<file path="src/rtl/relu_bank_seq_if.sv">
`default_nettype none
// ============================================================================
// Module   : relu_bank_seq_if
// Brief    : Upstream vector stream and downstream result stream of the
//            ReLU bank sequencer.
// Revision : 1.0
// ============================================================================
interface relu_bank_seq_if #(
    parameter int W = 21
);
    logic           s_valid;
    logic           s_ready;
    logic [4*W-1:0] s_data;
    logic           m_valid;
    logic           m_ready;
    logic [4*W-1:0] m_data;
    logic           m_last;

    // Environment side: produces upstream vectors, consumes drained results
    modport master (
        output s_valid,
        output s_data,
        input  s_ready,
        input  m_valid,
        input  m_data,
        input  m_last,
        output m_ready
    );

    // Sequencer side
    modport slave (
        input  s_valid,
        input  s_data,
        output s_ready,
        output m_valid,
        output m_data,
        output m_last,
        input  m_ready
    );
endinterface
`default_nettype wire

</file>
<file path="src/rtl/relu_bank_seq.sv">
`default_nettype none
// ============================================================================
// Module   : relu_bank_seq
// Brief    : Collects four neuron vectors, fires the 16-lane ReLU bank once,
//            captures its results and drains them one neuron per beat.
// Revision : 1.0
// ============================================================================
module relu_bank_seq #(
    parameter int W       = 21,
    parameter int TIMEOUT = 64,
    parameter int FCNT_W  = 16
) (
    input  wire                clk,
    input  wire                rst_n,
    relu_bank_seq_if.slave     bus,
    output logic               relu_go,
    output logic [16*W-1:0]    relu_in,
    input  wire                relu_done,
    input  wire  [16*W-1:0]    relu_out,
    output logic               busy,
    output logic               err,
    input  wire                clr_err,
    output logic [FCNT_W-1:0]  frames_done
);

    localparam int c_TMR_W = (TIMEOUT > 2) ? $clog2(TIMEOUT) : 1;
    localparam logic [c_TMR_W-1:0] c_TMR_LAST = c_TMR_W'(TIMEOUT - 1);
    localparam int c_VEC_W = 4 * W;

    typedef enum logic [2:0] {
        S_FILL  = 3'd0,
        S_FIRE  = 3'd1,
        S_WAIT  = 3'd2,
        S_DRAIN = 3'd3,
        S_ERR   = 3'd4
    } state_t;

    state_t                r_state;
    state_t                w_next_state;
    logic [1:0]            r_fill_cnt;
    logic [1:0]            r_drain_cnt;
    logic [c_TMR_W-1:0]    r_timer;
    logic [FCNT_W-1:0]     r_frames;
    logic [c_VEC_W-1:0]    r_stage  [4];
    logic [c_VEC_W-1:0]    r_result [4];

    logic                  w_s_ready;
    logic                  w_relu_go;
    logic                  w_m_valid;
    logic                  w_busy;
    logic                  w_err;

    // ------------------------------------------------------------------
    // State register
    // ------------------------------------------------------------------
    always_ff @(posedge clk) begin
        if (!rst_n) begin
            r_state <= S_FILL;
        end else begin
            r_state <= w_next_state;
        end
    end

    // ------------------------------------------------------------------
    // Next-state and control outputs
    // ------------------------------------------------------------------
    always_comb begin
        w_next_state = r_state;
        w_s_ready    = 1'b0;
        w_relu_go    = 1'b0;
        w_m_valid    = 1'b0;
        w_busy       = 1'b1;
        w_err        = 1'b0;
        case (r_state)
            S_FILL: begin
                w_s_ready = 1'b1;
                w_busy    = 1'b0;
                if (bus.s_valid && (r_fill_cnt == 2'd3)) begin
                    w_next_state = S_FIRE;
                end
            end
            S_FIRE: begin
                w_relu_go    = 1'b1;
                w_next_state = S_WAIT;
            end
            S_WAIT: begin
                // A done arriving on the last watchdog cycle still wins
                if (relu_done) begin
                    w_next_state = S_DRAIN;
                end else if (r_timer == c_TMR_LAST) begin
                    w_next_state = S_ERR;
                end
            end
            S_DRAIN: begin
                w_m_valid = 1'b1;
                if (bus.m_ready && (r_drain_cnt == 2'd3)) begin
                    w_next_state = S_FILL;
                end
            end
            S_ERR: begin
                w_err = 1'b1;
                if (clr_err) begin
                    w_next_state = S_FILL;
                end
            end
            default: begin
                w_next_state = S_FILL;
            end
        endcase
    end

    // ------------------------------------------------------------------
    // Counters, staging and result registers
    // ------------------------------------------------------------------
    always_ff @(posedge clk) begin
        if (!rst_n) begin
            r_fill_cnt  <= 2'd0;
            r_drain_cnt <= 2'd0;
            r_timer     <= '0;
            r_frames    <= '0;
            for (int n = 0; n < 4; n++) begin
                r_stage[n]  <= '0;
                r_result[n] <= '0;
            end
        end else begin
            case (r_state)
                S_FILL: begin
                    if (bus.s_valid) begin
                        r_stage[r_fill_cnt] <= bus.s_data;
                        r_fill_cnt          <= r_fill_cnt + 2'd1;
                    end
                end
                S_FIRE: begin
                    r_timer <= '0;
                end
                S_WAIT: begin
                    if (relu_done) begin
                        for (int n = 0; n < 4; n++) begin
                            r_result[n] <= relu_out[n*c_VEC_W +: c_VEC_W];
                        end
                        r_drain_cnt <= 2'd0;
                    end else begin
                        r_timer <= r_timer + c_TMR_W'(1);
                    end
                end
                S_DRAIN: begin
                    if (bus.m_ready) begin
                        r_drain_cnt <= r_drain_cnt + 2'd1;
                        if (r_drain_cnt == 2'd3) begin
                            r_frames <= r_frames + FCNT_W'(1);
                        end
                    end
                end
                S_ERR: begin
                    if (clr_err) begin
                        r_fill_cnt <= 2'd0;
                        r_timer    <= '0;
                    end
                end
                default: begin
                    r_fill_cnt <= 2'd0;
                end
            endcase
        end
    end

    // Bank operands come straight from the staging registers
    for (genvar n = 0; n < 4; n++) begin : g_neuron
        assign relu_in[n*c_VEC_W +: c_VEC_W] = r_stage[n];
    end

    // Control outputs are forced low while reset is held
    assign bus.s_ready  = rst_n & w_s_ready;
    assign relu_go      = rst_n & w_relu_go;
    assign bus.m_valid  = rst_n & w_m_valid;
    assign bus.m_last   = rst_n & w_m_valid & (r_drain_cnt == 2'd3);
    assign bus.m_data   = r_result[r_drain_cnt];
    assign busy         = rst_n & w_busy;
    assign err          = rst_n & w_err;
    assign frames_done  = r_frames;

endmodule
`default_nettype wire

</file>
<file path="src/flat_wrapper.sv">
// flat-port wrapper written by rule: the top's interface ports become plain ports
module relu_bank_seq_flat 
#(
    parameter int W       = 21,
    parameter int TIMEOUT = 64,
    parameter int FCNT_W  = 16
)
  (clk, rst_n, relu_go, relu_in, relu_done, relu_out, busy, err, clr_err, frames_done, bus_s_valid, bus_s_data, bus_s_ready, bus_m_valid, bus_m_data, bus_m_last, bus_m_ready);
  relu_bank_seq_if #(.W(W)) bus_i ();
  input  wire clk;
  input  wire rst_n;
  output logic relu_go;
  output logic [16*W-1:0] relu_in;
  input  wire relu_done;
  input  wire  [16*W-1:0] relu_out;
  output logic busy;
  output logic err;
  input  wire clr_err;
  output logic [FCNT_W-1:0] frames_done;
  input wire logic [$bits(bus_i.s_valid)-1:0] bus_s_valid;
  input wire logic [$bits(bus_i.s_data)-1:0] bus_s_data;
  output wire logic [$bits(bus_i.s_ready)-1:0] bus_s_ready;
  output wire logic [$bits(bus_i.m_valid)-1:0] bus_m_valid;
  output wire logic [$bits(bus_i.m_data)-1:0] bus_m_data;
  output wire logic [$bits(bus_i.m_last)-1:0] bus_m_last;
  input wire logic [$bits(bus_i.m_ready)-1:0] bus_m_ready;
  assign bus_i.s_valid = bus_s_valid;
  assign bus_i.s_data = bus_s_data;
  assign bus_s_ready = bus_i.s_ready;
  assign bus_m_valid = bus_i.m_valid;
  assign bus_m_data = bus_i.m_data;
  assign bus_m_last = bus_i.m_last;
  assign bus_i.m_ready = bus_m_ready;
  relu_bank_seq #(.W(W), .TIMEOUT(TIMEOUT), .FCNT_W(FCNT_W)) u_core (.clk(clk), .rst_n(rst_n), .bus(bus_i), .relu_go(relu_go), .relu_in(relu_in), .relu_done(relu_done), .relu_out(relu_out), .busy(busy), .err(err), .clr_err(clr_err), .frames_done(frames_done));
endmodule
</file>
<file path="config.mk">
export PLATFORM = sky130hd
export DESIGN_NAME = relu_bank_seq_flat
export DESIGN_NICKNAME = d
export VERILOG_FILES = /design/src/rtl/relu_bank_seq_if.sv /design/src/rtl/relu_bank_seq.sv /design/src/flat_wrapper.sv
export SDC_FILE = /design/constraint.sdc
export NUM_CORES = 1
export LEC_CHECK = 0
export ABC_CLOCK_PERIOD_IN_PS = 26700
export CAP_MARGIN = 5
export CORE_AREA = 3 3 337 339
export CTS_BUF_LIST = sky130_fd_sc_hd__clkbuf_4 sky130_fd_sc_hd__clkbuf_8
export CTS_CLUSTER_DIAMETER = 100
export DETAILED_ROUTE_END_ITERATION = 16
export DIE_AREA = 0 0 340 342
export GPL_TIMING_DRIVEN = 0
export HOLD_SLACK_MARGIN = 0.12
export PLACE_DENSITY = 0.59
export SLEW_MARGIN = 20
export SYNTH_ARGS = -nofsm -noshare
export SYNTH_HDL_FRONTEND = slang
export SYNTH_SLANG_ARGS = --single-unit
</file>
<file path="constraint.sdc">
create_clock -name clk -period 26.7 [get_ports clk]
set_input_delay 5.34 -clock clk [delete_from_list [all_inputs] [get_ports clk]]
set_output_delay 5.34 -clock clk [all_outputs]
set_load 0.02 [all_outputs]
</file>
==> flow_summary.yaml <==
sta:
  max_freq_mhz: 76.4
  hold_viol: 0
  rsz0062_at_grt: "false"
  setup_violations: 0
  max_slew.worst_pin.slew_ns: 1.07
  layout_setup_ws_ns: 13.62
  finalCritPeriodShare: 0.490
  relSlewSlack: 0.284
  finClkSkew_ns: 0.0279
  setup_tns_ns: 0
  post-route-min-period_ns: 13.08
  slew_viol_final: 0
pwr:
  p_sw_mw: 0.628
  swShare: 0.245
  clkPwrFrac: 0.392
  power_frac_comb: 0.108
  p_int_mw: 1.94
  powerDensity_nw_per_um2: 61.7
  ir_worst_vdd_uv: 50.8
  seqPwrFrac: 0.500
  leakage_nw: 14.9
global_routing:
  grt_pass1_wl_um: 145000
  grt_max_degree: 57
  grt_pass1_vias: 19600
  antenna_found_initial: 30
  track_usage: 0.175
  gr-total-overflow: 0
worst_setup_path:
  path_class: "in -> out"
  critPathMaxFanout: 10
  r2r_end: "u_core.r_stage[0][38]"
  critPathRequiredTime_ns: 21.36
  cp-start-kind: "input port"
  rr_startpoint: "u_core.r_state[2]"
  rrSetupSlack_ns: 22.77
  worst_setup_path_end_kind: "primary output"
  cp.arrival_ns: 7.74
  reg2reg_depth: 7
die:
  start_util: 0.255
  die_y_um: 342
  coreArea_um2: 111000
  dieArea_um2: 116000
  row_count: 122
  ios: 868
  die_x_um: 340
layout:
  n_fill_cell: 10600
  multi_input_area_um2: 7080
  fin_nets: 3164
  area_growth_pct: 47.3
  regArea_um2: 20800
  drive_gt1_frac: 0.114
synth:
  synthCells: 1723
  ys_seq_area_frac: 0.736
  synth_nets: 2153
  synth_area_um2: 28300
  synthArstFlopShare: 0
  synth_flop_cell: "edfxtp_1"
  ys_ff_latch: 703
  ys_types: 45
  synth_edf_count: 672
  ys_warn_count: 0
  syn_avg_cell_area_um2: 16.4
clocking:
  clk-insertion-delay-late_ns: 0.78
  cts.sinks: 703
  cts_made_buffers: 131
  hold_buffers: 0
  postCtsResizedCells: 0
  cts_buffer_depth: 3
  h-tree-depth: 4
  cts_tree: "done"
  post_cts_buffers: 0
  clkTransAtPathRegs_ns: 0.06
  cts_root_buffer: "clkbuf_8"
detailed_routing:
  drt_iter0_markers: 1016
  remaining_drc_errors: 0
  avgViaCountPerCell: 4.28
  wl_per_cell_um: 24.1
  detail-route-antenna-nets: 0
  vias: 18500
  routed_wl_um: 104000
  first_pass_iters: 5
flow_run:
  cap_violations: 0
placed_design:
  port_buffers: 866
  routabilityCongestion: 0.829
  dp_hpwl_um: 79300
  pre_cts_ws_ns: 13.65
worst_hold_path:
  whs_path_depth: 2
  min-delay-start: "u_core.frames_done[15]"
  min_path_type: "reg -> reg"
  hold_end: "u_core.frames_done[15]"
status:
  status: "finished clean"
layout by cell type (no fill, tap or decap), drive strengths merged, types with 2 or more instances in the layout:
master	Yosys	final
o21ai	10	10
dfxtp	31	31
mux2i	3	3
a21oi	12	12
clkinv	0	32
nor4	5	5
or4	2	2
nand4	4	4
nand2	23	23
and2	674	674
or3	5	5
clkinvlp	0	4
mux4	84	84
ha	4	4
edfxtp	672	672
nor2b	2	2
clkbuf	82	259
clkdlybuf4s50	0	866
inv	4	12
nor2	22	22
a22oi	3	3
diode	0	15
or3b	2	2
nand2b	6	6
nor3	10	10
nand3	10	10
and3	5	5
xnor2	8	8
nand3b	2	2
buf	20	31
a31oi	4	4
kinds of logic (layout without fill, tap and decap cells):
logic type / after synthesis / after routing / share of synthesized area
and+or+nand+nor: 777 / 777 / 0.168
adders and majority gates: 4 / 4 / 0.00177
xor gates and xnor gates: 9 / 9 / 0.00279
other: 0 / 15 / 0
muxes: 87 / 87 / 0.0680
AOI/OAI and AO/OA: 37 / 37 / 0.00802
buffers and inverters: 106 / 1205 / 0.0147
DFF: 703 / 703 / 0.736
flip-flops by register name, summed over array words and instances, names as in the netlist, named ones only:
name and cells:
u_core.r_result 336, u_core.r_stage 336, u_core.frames_done 16, u_core.r_timer 6
u_core.r_state 3, u_core.r_drain_cnt 2, u_core.r_fill_cnt 2
layout make-up:
cell class	count	area share
sequential	703	0.500
timing repair buffer	878	0.215
multi-input combinational	914	0.170
clock buffer	176	0.0519
tap	1488	0.0447
buffer	102	0.00977
clock inverter	45	0.00725
antenna	15	0.000902
inverter	4	0.000361
synthesized netlist by cell type (4+ instances only):
cell / n / area [µm²]
and2_1: 674 / 4220
edfxtp_1: 672 / 20200
mux4_2: 84 / 1890
clkbuf_1: 82 / 308
dfxtp_1: 31 / 621
nand2_1: 23 / 86.3
nor2_1: 22 / 82.6
buf_2: 15 / 75.1
a21oi_1: 12 / 60.1
nand3_1: 10 / 50.1
nor3_1: 10 / 50.1
xnor2_1: 8 / 70.1
nand2b_1: 6 / 37.5
o21ai_0: 6 / 30.0
and3_1: 5 / 31.3
buf_1: 5 / 18.8
nor4_1: 5 / 31.3
or3_1: 5 / 31.3
a31oi_1: 4 / 25.0
ha_1: 4 / 50.1
inv_1: 4 / 15.0
o21ai_1: 4 / 20.0
metal layers:
layer,track usage,vias to the layer above,share of wire,wire [µm]
met4,0.0630,22,0.027,2840
met2,0.304,833,0.51,53400
li1,-,8284,-,-
met5,0,-,0.0014,141
met1,0.185,9198,0.35,36100
met3,0.0829,160,0.11,11900
critical path, cell delays in order:
cell and delay (ns):
clkdlybuf4s50_1 0.64, inv_1 0.09, clkbuf_1 0.27, nor4_1 0.54
clkdlybuf4s50_1 0.86
how the worst max path moves through the flow:
stage	startpoint	endpoint	slack [ns]	cells past startpoint
finish	rst_n	relu_go	13.62	5
global route	rst_n	busy	13.53	6
CTS	rst_n	relu_go	13.65	5
detailed placement	rst_n	relu_go	13.65	5
global placement	rst_n	u_core.r_result[1][47]	8.16	3
floorplan	rst_n	u_core.r_result[0][0]	13.16	2
stage by stage:
| stage | cell area, µm² | power [mW] | util | hold slack [ns] | std cells |
|---|---|---|---|---|---|
| floorplan | 28300 | 1.41 | - | 0.454 | 1723 |
| global placement | 38800 | 1.60 | 0.350 | 0.458 | 4077 |
| detailed placement | 39100 | 1.59 | 0.353 | 0.460 | 4089 |
| CTS | 41600 | 2.61 | 0.376 | 0.476 | 4310 |
| global route | 41600 | 2.67 | 0.376 | 0.500 | 4316 |
| finish | 41600 | 2.57 | 0.376 | 0.475 | 4325 |
power by group through the flow:
stage / clock network [mW] / registers (mW) / logic (mW)
global route: 1.09 / 1.29 / 0.292
global placement: 0 / 1.32 / 0.274
finish: 1.01 / 1.28 / 0.278
CTS: 1.04 / 1.28 / 0.283
detailed placement: 0 / 1.30 / 0.281
floorplan: 0 / 1.35 / 0.0531
Power figures use the tool's default switching activity.
==> variant 1 (same settings) <==
`TIMEOUT` is set to 64 in 2 places; all go to 32.
--- a/src/rtl/relu_bank_seq.sv
+++ b/src/rtl/relu_bank_seq.sv
@@ -7,7 +7,7 @@
 // ============================================================================
 module relu_bank_seq #(
     parameter int W       = 21,
-    parameter int TIMEOUT = 64,
+    parameter int TIMEOUT = 32,
     parameter int FCNT_W  = 16
 ) (
     input  wire                clk,
--- a/src/flat_wrapper.sv
+++ b/src/flat_wrapper.sv
@@ -2,7 +2,7 @@
 module relu_bank_seq_flat 
 #(
     parameter int W       = 21,
-    parameter int TIMEOUT = 64,
+    parameter int TIMEOUT = 32,
     parameter int FCNT_W  = 16
 )
   (clk, rst_n, relu_go, relu_in, relu_done, relu_out, busy, err, clr_err, frames_done, bus_s_valid, bus_s_data, bus_s_ready, bus_m_valid, bus_m_data, bus_m_last, bus_m_ready);
Function: same outputs for any inputs over 4 cycles, from zero or initial values and one cycle with rst_n low; that may be too few to reach the edited logic, so the function may still have changed.
==> variant 1 against the original RTL <==
- count of clock-buffer cells in the layout is 4 higher
- worst setup slack better by 820 ps
- total power increased by 15%
- routed wire length rose by 0.50%
- maximum frequency increased by 6.7%
- combinational power is 88% higher
- cell area up 0.89%
- sequential cell count is 1 lower
- synthesized area is essentially flat
==> variant 1: results (changes against the original RTL) <==
Global route
  • Met3 track demand over resource in global routing: 8.18% (-0.11 points)
  • Initial antenna violation count: 21 (-30%)
  • Vias in the first global route: 19.7k (+0.40%)
  • Met1 usage: 18.7% (+0.22 points)
  • Global routing usage summed across all routing layers: 17.7% (+0.19 points)
  • Routing usage on met2: 30.8% (+0.45 points)
  • Global-route wire length before repair: 146000 microns (+0.96%)

Synthesis
  • Ranking of synthesized cells by area: edfxtp_1 71%, and2_1 15%, mux4_2 6.7%, dfxtp_1 2.1%, clkbuf_1 0.96%
  • Commonest cells in the netlist: 674 x and2_1, 672 x edfxtp_1, 84 x mux4_2, 72 x clkbuf_1, 30 x dfxtp_1
  • Post-synthesis cell type count: 46 (+2.2%)
  • Post-synthesis sequential area ratio: 73.6% (about the same)
  • Mapped Cells: 1716 (-0.41%)
  • Total nets after synthesis: 2147 (-0.28%)

Cells and area
  • Nets: 3165 (+0.032%)
  • Fill cell count: 10.5k (-0.97%)
  • Final non-filler cell total: 4332 (+0.16%)

Setup path
  • Critical Path Max Stage Delay: 650 ps (-210 ps)
  • Worst Path Arrival: 6920 ps (-820 ps)
  • Standard cell with the maximum stage delay on the critical path: clkdlybuf4s50_1

Timing
  • Setup Skew: 41.9 ps (+14.0 ps)
  • Transition at the pin with the smallest max-transition slack: 987 ps (-86.4 ps)

Clocking
  • Number of buffers inserted during clock tree synthesis: 130 (-0.76%)
  • Later-pin clock latency in the skew report: 800 ps (+20 ps)

Power and ir drop
  • Worst IR Drop VDD: 47.4 uV (-6.7%)
  • P_leak: 15.1 nW (+1.5%)
  • Switching power total: 805 uW (+28%)

Detailed routing
  • Mean number of vias per cell: 4.28 (about the same)
  • Iter 0 DRT Violations: 988 (-2.8%)

Placement
  • Final HPWL from detailed placement: 80100 microns (+0.96%)
  • Instance count after placement with tap cells included: 4090 (+0.024%)
  • Final GP Congestion: 0.870 (+5.0%)

Outcome
  • Outcome: finished, final reports clean
[variant 1: tightest hold or removal path: cells and delay by family (launching register included)]
family	cells	cell delay (ps)
compound gates	1	60
flops	1	310
simple gates	1	50
[variant 1: power by group through the flow]
stage               sequential [mW]  combinational [mW]  clock [mW]
floorplan                      1.49               0.143           0
global placement               1.44               0.507           0
detailed placement             1.39               0.529           0
CTS                            1.37               0.531        1.09
global route                   1.38               0.552        1.14
finish                         1.37               0.522        1.06
[variant 1: metrics by stage]
| step | power, mW | area (sq um) | setup WS (ps) | hold slack (ps) |
|---|---|---|---|---|
| CTS | 3.00 | 42000 | 14390 | 470 |
| global placement | 1.95 | 38800 | 8560 | 450 |
| floorplan | 1.63 | 28200 | 12960 | 424 |
| detailed placement | 1.92 | 39400 | 14400 | 458 |
| finish | 2.96 | 42000 | 14440 | 469 |
| global route | 3.07 | 42000 | 14310 | 478 |
[variant 1: kinds of logic (layout without fill, tap and decap cells)]
| logic type | after synthesis | count (layout) | share of synthesized area (%) |
|---|---|---|---|
| AND/OR/NAND/NOR | 771 | 771 | 16.8 |
| flip-flops | 702 | 702 | 73.6 |
| buffers and inverters | 109 | 1226 | 1.59 |
| multiplexers | 87 | 87 | 6.81 |
| AO/OA/AOI/OAI | 33 | 33 | 0.731 |
| XOR/XNOR | 9 | 9 | 0.279 |
| adder cells (fa/ha/maj) | 5 | 5 | 0.221 |
| other | 0 | 11 | 0 |
[variant 1: routing by layer]
metal  vias to the layer above  routed length, microns  share of wire (%)
li1                       8281                       -                  -
met1                      9202                   36500                 35
met2                       867                   53200                 51
met3                       168                   12100                 12
met4                         8                    3150                3.0
met5                         -                      53              0.051
[variant 1: final timing paths]
check,start,end,slack (ps),cells after the start
worst max-delay path,rst_n,busy,14440,5
worst min-delay path,u_core.r_timer[4],u_core.r_timer[4],470,2
worst max register to register,u_core.r_state[2],u_core.r_stage[0][33],23290,7
worst min register to register,u_core.r_timer[4],u_core.r_timer[4],470,2
[variant 1: area by class of cell]
cell class	count	area, sq um	share of cell area [%]
Clock buffer	180	2180	5.20
Inverter	7	26.3	0.0626
Timing Repair Buffer	886	9200	21.9
Tap cell	1488	1860	4.43
Antenna cell	11	27.5	0.0656
Buffer	102	424	1.01
Clock inverter	51	413	0.983
Sequential cell	702	20800	49.5
Multi-Input combinational cell	905	7060	16.8
==> variant 2 (same settings) <==
Without the edit above. The 5 states of `state_t` get a Gray code encoding in 3 bits.
--- a/src/rtl/relu_bank_seq.sv
+++ b/src/rtl/relu_bank_seq.sv
@@ -28,11 +28,11 @@
     localparam int c_VEC_W = 4 * W;
 
     typedef enum logic [2:0] {
-        S_FILL  = 3'd0,
-        S_FIRE  = 3'd1,
-        S_WAIT  = 3'd2,
-        S_DRAIN = 3'd3,
-        S_ERR   = 3'd4
+        S_FILL  = 3'b000,
+        S_FIRE  = 3'b001,
+        S_WAIT  = 3'b011,
+        S_DRAIN = 3'b010,
+        S_ERR   = 3'b110
     } state_t;
 
     state_t                r_state;
Function: same outputs for any inputs over 4 cycles, from zero or initial values and one cycle with rst_n low; so few cycles prove little.
==> variant 2 against the original RTL <==
- core utilization is essentially flat
- total power is 0.94% lower
- worst setup slack lost 45 ps
- clock power about the same
- routed wire length grew 0.19%
- synthesized area hardly changed
- die area did not move
- sequential cell count unchanged
- cell area barely moved
- critical path type unchanged
- largest cell class unchanged
==> variant 2: results (changes against the original RTL) <==
Power and ir drop
  • Worst IR Drop VDD: 39.4 uV (-22%)
  • P_leak: 14.9 nW (about the same)

Setup path
  • Critical Path Max Stage Delay: 590 ps (-270 ps)
  • Critical Path Start: rst_n

Synthesis
  • Total nets after synthesis: 2145 (-0.37%)
  • Commonest cells in the netlist: 674 x and2_1, 672 x edfxtp_1, 84 x clkbuf_1, 84 x mux4_2, 31 x dfxtp_1
  • Yosys warning total: 0 (unchanged)
  • Mapped Cells: 1715 (-0.46%)
  • Post-synthesis sequential area ratio: 73.7% (about the same)
  • Ranking of synthesized cells by area: edfxtp_1 71%, and2_1 15%, mux4_2 6.7%, dfxtp_1 2.2%, clkbuf_1 1.1%

Global route
  • Vias in the first global route: 19.5k (-0.60%)
  • Routing usage on met2: 30.4% (about the same)
  • Global-route wire length before repair: 145000 microns (+0.52%)
  • Initial antenna violation count: 27 (-10%)
  • Met3 track demand over resource in global routing: 7.60% (-0.69 points)

Detailed routing
  • Mean number of vias per cell: 4.25 (-0.53%)
  • Total wire length after detailed routing: 105000 microns (+0.19%)
  • Mean routed wirelength per cell: 24.2 microns (+0.26%)
  • Met1 routed wirelength after detailed routing: 37400 microns (+3.6%)
  • Detailed route wirelength on metal3: 10800 microns (-8.9%)
  • Routed length on met2: 52500 microns (-1.6%)
  • Iter 0 DRT Violations: 990 (-2.6%)

Placement
  • Final HPWL from detailed placement: 78400 microns (-1.2%)
  • Instance count after placement with tap cells included: 4081 (-0.20%)
  • Cell Area, Placed: 0.0391 sq mm (about the same)
  • Final GP Congestion: 0.832 (+0.33%)
  • Count of input and output buffers: 867 (+0.12%)
  • Pre-CTS setup slack: 13520 ps (-125 ps)

Cells and area
  • Proportion of layout cells with a drive suffix above 1: 11.4% (+0.028 points)
  • Nets: 3156 (-0.25%)

Clocking
  • H-tree lvl count: 4 (unchanged)

Timing
  • Relative slew margins: 26.8% (-1.6 points)
  • Setup Skew: 24.2 ps (-3.68 ps)

Outcome
  • Outcome: finished, final reports clean
==> variant 2: path summary, 6_finish.rpt <==
path | end | slack [ps] | cells past startpoint
worst min-delay path | u_core.r_timer[1] | 470 | 2
worst max-delay path | busy | 13570 | 6
worst min register to register | u_core.r_timer[1] | 470 | 2
worst max register to register | u_core.r_stage[1][48] | 22850 | 7
==> variant 2: layout make-up <==
class                           count  area (sq um)  share of cell area [%]
Antenna cell                       19          47.5                   0.114
Buffer                            101           407                   0.978
Multi-Input combinational cell    906          7050                    16.9
Timing Repair Buffer              878          8950                    21.5
Tap cell                         1488          1860                    4.48
Inverter                            5          18.8                  0.0451
Clock buffer                      175          2160                    5.19
Clock inverter                     47           304                   0.731
Sequential cell                   703         20800                    50.0
==> variant 2: per-stage QoR <==
stage | power, mW | utilization (%)
after floorplan | 1.39 | -
after global placement | 1.57 | 35.0
after detailed placement | 1.56 | 35.3
after CTS | 2.59 | 37.5
after global routing | 2.64 | 37.6
final | 2.54 | 37.6
==> variant 2: kinds of logic (layout without fill, tap and decap cells) <==
| group | count (synthesis) | in the layout | synth area share [%] |
|---|---|---|---|
| mux | 87 | 87 | 6.81 |
| buf+inv | 106 | 1206 | 1.49 |
| other cells | 0 | 19 | 0 |
| flops | 703 | 703 | 73.7 |
| simple gates | 773 | 773 | 16.9 |
| compound gates | 35 | 35 | 0.723 |
| fa+ha+maj | 4 | 4 | 0.177 |
| xor+xnor | 7 | 7 | 0.217 |
==> variant 2: report_power, final <==
part,switching (mW),internal (mW)
Combinational,0.132,0.131
Clock,0.462,0.545
Sequential,0.0144,1.26
Total,0.609,1.93
==> variant 2: worst reg2reg max path, cell delays in order (launching register included) <==
cell	delay, ps
dfxtp_1	300
clkbuf_1	210
nor3_2	450
nand2_1	130
nor3_1	540
clkbuf_1	710
nand2b_4	720
buf_16	370
